$ cat config.mk
export PLATFORM = sky130hd
export DESIGN_NAME = stopwatch_counter
export DESIGN_NICKNAME = d
export VERILOG_FILES = /design/src/rtl/stopwatch_pkg.sv /design/src/rtl/stopwatch_counter_bcd_digit.sv /design/src/rtl/stopwatch_counter.sv
export SDC_FILE = /design/constraint.sdc
export NUM_CORES = 1
export LEC_CHECK = 0
export ABC_AREA = 0
export BUFFER_PORTS_ARGS = -buffer_cell sky130_fd_sc_hd__buf_2
export CORE_ASPECT_RATIO = 1.4
export CORE_MARGIN = 3
export CORE_UTILIZATION = 56
export CTS_BUF_LIST = sky130_fd_sc_hd__clkbuf_4
export DETAILED_ROUTE_END_ITERATION = 6
export PLACE_DENSITY = 0.79
export SLEW_MARGIN = 20
export SYNTH_ARGS = -nofsm -noshare
export SYNTH_HDL_FRONTEND = slang
export SYNTH_HIERARCHICAL = 1
export SYNTH_SLANG_ARGS = --single-unit
$ cat constraint.sdc
create_clock -name clk -period 3.5 [get_ports clk]
set_input_delay 0.525 -clock clk [delete_from_list [all_inputs] [get_ports clk]]
set_output_delay 0.525 -clock clk [all_outputs]
set_load 0.05 [all_outputs]
$ cat src/rtl/stopwatch_pkg.sv
// Shared constants for the stopwatch time-keeping datapath.
package stopwatch_pkg;
    localparam int unsigned DIGIT_W          = 4;
    localparam int unsigned SEC_TENS_MAX     = 5;
    localparam int unsigned DIGIT_MAX        = 9;
    localparam int unsigned TICK_DIV_DEFAULT = 100000000;
endpackage

$ cat src/rtl/stopwatch_counter_bcd_digit.sv
// One BCD digit counting 0..MAX; carry flags the MAX->0 rollover so digits can be chained.
module bcd_digit
    import stopwatch_pkg::*;
#(
    parameter int unsigned MAX = DIGIT_MAX
) (
    input  logic               clk,
    input  logic               rst,
    input  logic               clr,
    input  logic               inc,
    output logic [DIGIT_W-1:0] value,
    output logic               carry
);
    localparam logic [DIGIT_W-1:0] LIMIT = DIGIT_W'(MAX);

    always_comb begin
        carry = inc && (value == LIMIT);
    end

    always_ff @(posedge clk or negedge rst) begin
        if (!rst) begin
            value <= '0;
        end else if (clr || carry) begin
            value <= '0;
        end else if (inc) begin
            value <= value + 1'b1;
        end
    end
endmodule

$ cat src/rtl/stopwatch_counter.sv
// Prescaled BCD MM:SS counter (00:00..99:59) driven by the run/pause enable cnt.
module stopwatch_counter
    import stopwatch_pkg::*;
#(
    parameter int unsigned TICK_DIV = TICK_DIV_DEFAULT,
    parameter int unsigned PRESC_W  = 27
) (
    input  logic               clk,
    input  logic               rst,
    input  logic               cnt,
    input  logic               clr,
    output logic [DIGIT_W-1:0] sec_ones,
    output logic [DIGIT_W-1:0] sec_tens,
    output logic [DIGIT_W-1:0] min_ones,
    output logic [DIGIT_W-1:0] min_tens,
    output logic               tick,
    output logic               wrap
);
    localparam logic [PRESC_W-1:0] TERM = PRESC_W'(TICK_DIV - 1);

    logic [PRESC_W-1:0] presc;
    logic               strobe;
    logic               c_so, c_st, c_mo, c_mt;

    always_comb begin
        strobe = cnt && (presc == TERM);
    end

    // Paused cycles leave presc untouched so resume picks up the partial second.
    always_ff @(posedge clk or negedge rst) begin
        if (!rst) begin
            presc <= '0;
            tick  <= 1'b0;
            wrap  <= 1'b0;
        end else if (clr) begin
            presc <= '0;
            tick  <= 1'b0;
            wrap  <= 1'b0;
        end else begin
            if (strobe) begin
                presc <= '0;
            end else if (cnt) begin
                presc <= presc + 1'b1;
            end
            tick <= strobe;
            wrap <= c_mt;
        end
    end

    bcd_digit #(.MAX(DIGIT_MAX)) u_sec_ones (
        .clk(clk), .rst(rst), .clr(clr), .inc(strobe), .value(sec_ones), .carry(c_so)
    );
    bcd_digit #(.MAX(SEC_TENS_MAX)) u_sec_tens (
        .clk(clk), .rst(rst), .clr(clr), .inc(c_so), .value(sec_tens), .carry(c_st)
    );
    bcd_digit #(.MAX(DIGIT_MAX)) u_min_ones (
        .clk(clk), .rst(rst), .clr(clr), .inc(c_st), .value(min_ones), .carry(c_mo)
    );
    bcd_digit #(.MAX(DIGIT_MAX)) u_min_tens (
        .clk(clk), .rst(rst), .clr(clr), .inc(c_mo), .value(min_tens), .carry(c_mt)
    );
endmodule

Word level (Yosys, flattened, before mapping)
Cells that the tools add are included.
{"block": "op_classes", "addsub": 5, "n_eq_ne": 5, "mux": 13, "n_reduce_logical": 14}
{"op": "27-bit 2-to-1 mux", "n": 3}
{"op": "4-bit 2-to-1 mux", "n": 8}
{"op": "27-bit by 1-bit adder with 27-bit output, second input constant", "n": 1}
{"op": "27-bit == test, second input constant", "n": 1}
{"op": "4-bit by 1-bit adder with 4-bit output, second input constant", "n": 4}
{"op": "4-bit == test, second input constant", "n": 3}
{"op": "2-bit nonzero test", "n": 4}
{"op": "1-bit logical AND", "n": 5}
{"op": "4-bit by 3-bit == test with 1-bit output, second input constant", "n": 1}
{"op": "1-bit logical OR", "n": 4}
{"op": "3-bit nonzero test", "n": 1}
{"op": "1-bit 2-to-1 mux", "n": 2}
{"block": "totals", "reg_bits": 45, "word_cells": 44}

Longest topological paths before layout
{"block": "depth", "word_depth": 8, "depth_mapped": 12, "mapped_depth_nobuf": 12}

Modules after synthesis
Netlist, hierarchy kept.
{"mod": "stopwatch_counter", "instances": 1, "cells_each": 181, "area_per_inst_um2": 1651.6}
{"mod": "bcd_digit (u_min_ones ...)", "instances": 3, "cells_each": 19, "area_per_inst_um2": 217.7}
{"mod": "bcd_digit (u_sec_tens)", "instances": 1, "cells_each": 25, "area_per_inst_um2": 229.0}

Worst setup path after synthesis
OpenSTA, ideal clock, no wires.
{"block": "synth_timing", "path_type": "register -> register", "start": "register presc[12]", "end": "register u_min_tens.value[1]", "setup_ps": 126, "t_arrival_ps": 3118, "t_required_ps": 3374, "setup_slack_ps": 256, "path_stages_with_launch": 12, "n_path_buf": 0, "synth_period_minus_slack_ps": 3244, "path_cell_list": "dfrtp_1 or4b_4 nor4_4 nand2_1 inv_1 and4b_4 nand2_1 nor2_1 and4b_4 and4b_4 or2_4 a211oi_2"}
{"block": "synth_between", "elab_chain_len": 8}
{"element": "start: declaration", "line_no": "stopwatch_counter.sv:21", "source": "logic [PRESC_W-1:0] presc;"}
{"element": "start signal: assignment", "line_no": "stopwatch_counter.sv:43", "source": "presc <= presc + 1'b1;"}
{"element": "27-bit == test *", "line_no": "stopwatch_counter.sv:26", "source": "strobe = cnt && (presc == TERM);"}
{"element": "1-bit logical AND *", "line_no": "stopwatch_counter.sv:26"}
{"element": "via strobe", "line_no": "stopwatch_counter.sv:22", "source": "logic strobe;"}
{"element": "1-bit logical AND *", "line_no": "stopwatch_counter_bcd_digit.sv:17", "source": "carry = inc && (value == LIMIT);"}
{"element": "via c_so", "line_no": "stopwatch_counter.sv:23", "source": "logic c_so, c_st, c_mo, c_mt;"}
{"element": "1-bit logical AND *", "line_no": "stopwatch_counter_bcd_digit.sv:17"}
{"element": "via c_st", "line_no": "stopwatch_counter.sv:23"}
{"element": "1-bit logical AND *", "line_no": "stopwatch_counter_bcd_digit.sv:17"}
{"element": "via c_mo", "line_no": "stopwatch_counter.sv:23"}
{"element": "1-bit logical AND *", "line_no": "stopwatch_counter_bcd_digit.sv:17"}
{"element": "via c_mt", "line_no": "stopwatch_counter.sv:23"}
{"element": "1-bit logical OR *", "line_no": "stopwatch_counter_bcd_digit.sv:23", "source": "end else if (clr || carry) begin"}
{"element": "4-bit 2-to-1 mux / 2-bit nonzero test (equally long branches)"}
{"element": "end signal: assignment", "line_no": "stopwatch_counter_bcd_digit.sv:26", "source": "value <= value + 1'b1;"}
{"element": "end: declaration", "line_no": "stopwatch_counter_bcd_digit.sv:11", "source": "output logic [DIGIT_W-1:0] value,"}
The timed path passes the listed nets; every way through them passes the cells marked *.
A chain may end at the register's enable or synchronous reset.

Worst setup path in the final report
{"block": "layout_timing", "start": "register presc[11]", "end": "register u_min_tens.value[1]"}
The elaborated chain is that of the path after synthesis.

==> results.md <==
- Status: complete, no violations
- Mapped Nets: 276
- H-Tree Depth: 2
- Slowest-stage cell, CP: or4b_4
- Clock buffer depth: 2
- IO Port Bufs: 21
- Clock sink count: 45
- CTS tree: yes
- Ys async rst share: 1.00
- Buf+Inv Stages, Crit Path: 2
- Count of hold-fix buffers inserted at cts: 0
- Main synth FF type: dfrtp_1
- Largest net degree at the start of global routing: 46
- Placed cell area: 2710 µm²
- Commonest non-fill, non-tap cell in the layout: dfrtp_1
- Most frequent cells in the layout: 45 x dfrtp_1, 39 x nor2_1, 22 x nand2_1, 21 x buf_2, 17 x xor2_1
- Worst EP required: 3.76 ns
- Final Hold Fails: 0
- Antenna cells: 0
- Die Area: 5380 µm²
- P_leak: 0.00122 µW
- FF-to-FF Start: presc[11]
- Design Area, Final: 2790 µm²
- Cell family with most CP delay: simple AND/OR/NAND/NOR gates
- Site Rows: 28
- Max VDD drop: 0.191 mV
- DRC Markers: 0
- Crit path cell chain: or4b_4 -> nor4_4 -> nand2_1 -> inv_1 -> and4b_4 -> nand2_1 -> nor2_1 -> buf_4 -> and4b_4 -> and4b_4 -> or2_4 -> a211oi_2
- Clock Latency Late Sink: 0.37 ns
- IO Count: 22
- Power Dens Cells: 319 nW/µm²
- Avg Inst Size Synth: 9.63 µm²
- Crit path launch: presc[11]
- Vias per cell: 5.89
- Crit. End Element: register
- Worst-margin pin slew: 0.979 ns
- Leading area contributor after synthesis: dfrtp_1
- Initial Utilization: 0.588
- Setup TNS: 0 ns
- Maxcap violations: 0
- Post-CTS setup buffer count: 0
- Vias: 2060
- Placed cell count: 342
- Tot GR Track Use: 0.222
- Fin. max-slew vios: 0
- Post-DP HPWL: 3.88 mm
- Total grt overflow: 0
- Synth area leaders: dfrtp_1 44%, xor2_1 5.9%, nor2_1 5.8%
- CTS Root Cell: clkbuf_4
- Resized Gates After CTS: 0
- Final Cycle Share: 0.904
- CP peak stage delay: 0.55 ns
- P&R area growth vs syn: 10.3%
- Slew Limit Headroom: 0.348
- Die width: 62.9 µm
- Routed WL: 5.43 mm
- Tmin final: 3.16 ns
- Post-synth EDFFs: 0
- Min-Delay Path Class: in2async
- Crit start category: register
- First-pass GRT wire length: 9.49 mm
- Max Clock Freq: 0.316 GHz
- Setup violators final: 0
- DRT iter0 DRCs: 93
- Worst setup path class: reg2reg
- Clock-pin slew on the worst setup and hold paths: 0.13 ns
- Post-DR wirelength/cell: 15.5 µm
- Post-Syn Area: 2530 µm²
- Arrival @ worst endpoint: 3.43 ns
- Critical path peak fanout: 7
- Fraction of layout cells with a size suffix above 1: 0.176
- RSZ-0062 raised after global routing: false
- Fin Hold WS: 0.293 ns
- 1st-pass router iterations: 4
- Core ar.: 4310 µm²
- Nets: 302
- Most frequent CP cell: and4b_4
- Cells after synthesis: 263
- Synthesized flop and latch total: 45
- Post-route ant nets: 0
- Synth cell types: 50
- Antenna violations before repair: 0
- Worst Skew: 0.00475 ns
- CTS Buf Count: 5
- Non-Filler Instances: 350
- Synth top area share: 0.444
- Ys Warns: 6
- DIE HEIGHT: 85.6 µm
- Seq/Total Area, Yosys: 0.444
- Vias in the first global route: 2070
- Placer Congestion: 0.942
## state kept, by name, indices dropped and copies added, names as in the netlist
name and flops:
tick 1, u_sec_ones/value 4, u_sec_tens/value 4, u_min_ones/value 4, u_min_tens/value 4, presc 27, wrap 1
## power by group
| group | leakage [µW] | internal, µW | total (µW) | switching [µW] |
|---|---|---|---|---|
| clock | 0.0000459 | 160 | 331 | 171 |
| sequential | 0.000628 | 522 | 524 | 2.08 |
| combinational | 0.000542 | 7.81 | 35.8 | 28.0 |
| total | 0.00122 | 689 | 890 | 201 |
## synthesized netlist by cell type (2+ instances only)
| cell type | count |
|---|---|
| nor2_1 | 39 |
| dfrtp_1 | 45 |
| nor2b_1 | 5 |
| a211oi_2 | 3 |
| nor4_1 | 4 |
| a22oi_1 | 4 |
| ha_1 | 9 |
| mux2i_1 | 2 |
| a21oi_1 | 11 |
| nand4_1 | 15 |
| o31ai_1 | 3 |
| or2_4 | 3 |
| o21ai_0 | 4 |
| buf_2 | 3 |
| xnor2_1 | 7 |
| nand2b_1 | 2 |
| a21o_1 | 2 |
| nor3_1 | 8 |
| nand4b_1 | 2 |
| and4b_4 | 3 |
| nor3b_1 | 2 |
| nand3_1 | 12 |
| inv_1 | 9 |
| and3_1 | 2 |
| xor2_1 | 17 |
| o211ai_1 | 2 |
| nand2_1 | 22 |
## final timing paths
check / to / slack [ns] / cells after the start
hold reg to reg: u_sec_tens/value[3] / 0.58 / 2
hold / removal: presc[3] / 0.29 / 1
min in group clk: u_sec_tens/value[3] / 0.58 / 2
setup / recovery: u_min_tens/value[1] / 0.34 / 12
max in group asynchronous: presc[17] / 2.59 / 1
setup reg to reg: u_min_tens/value[1] / 0.34 / 12
## cell type report
type	instances	area (µm²)
fillers	369	1520
multi-input cells	203	1340
flip-flops and latches	45	1130
repair buffers	25	135
well taps	60	75.1
clock buffers	6	45.0
clock inverters	2	38.8
inverters	9	33.8
## cells by family after synthesis
logic type	share of synthesized area
simple gates	0.285
compound gates	0.104
flops	0.444
mux	0.0123
fa+ha+maj	0.0444
buf+inv	0.0267
xor+xnor	0.0830
## per-layer routing
metal,wire (µm),GRT usage,up-vias
met2,2870,0.403,60
met5,0,0,-
li1,-,-,990
met4,149,0.100,0
met3,214,0.0341,16
met1,2190,0.257,994
## metrics by stage
step                power (µW)  utilization  setup WS (ns)
global placement           570        0.629          0.414
finish                     890        0.648          0.337
detailed placement         570        0.629          0.365
global route               924        0.648          0.203
CTS                        897        0.648          0.336
floorplan                  553            -          0.256
No activity file was read; power rests on OpenSTA's default activity.
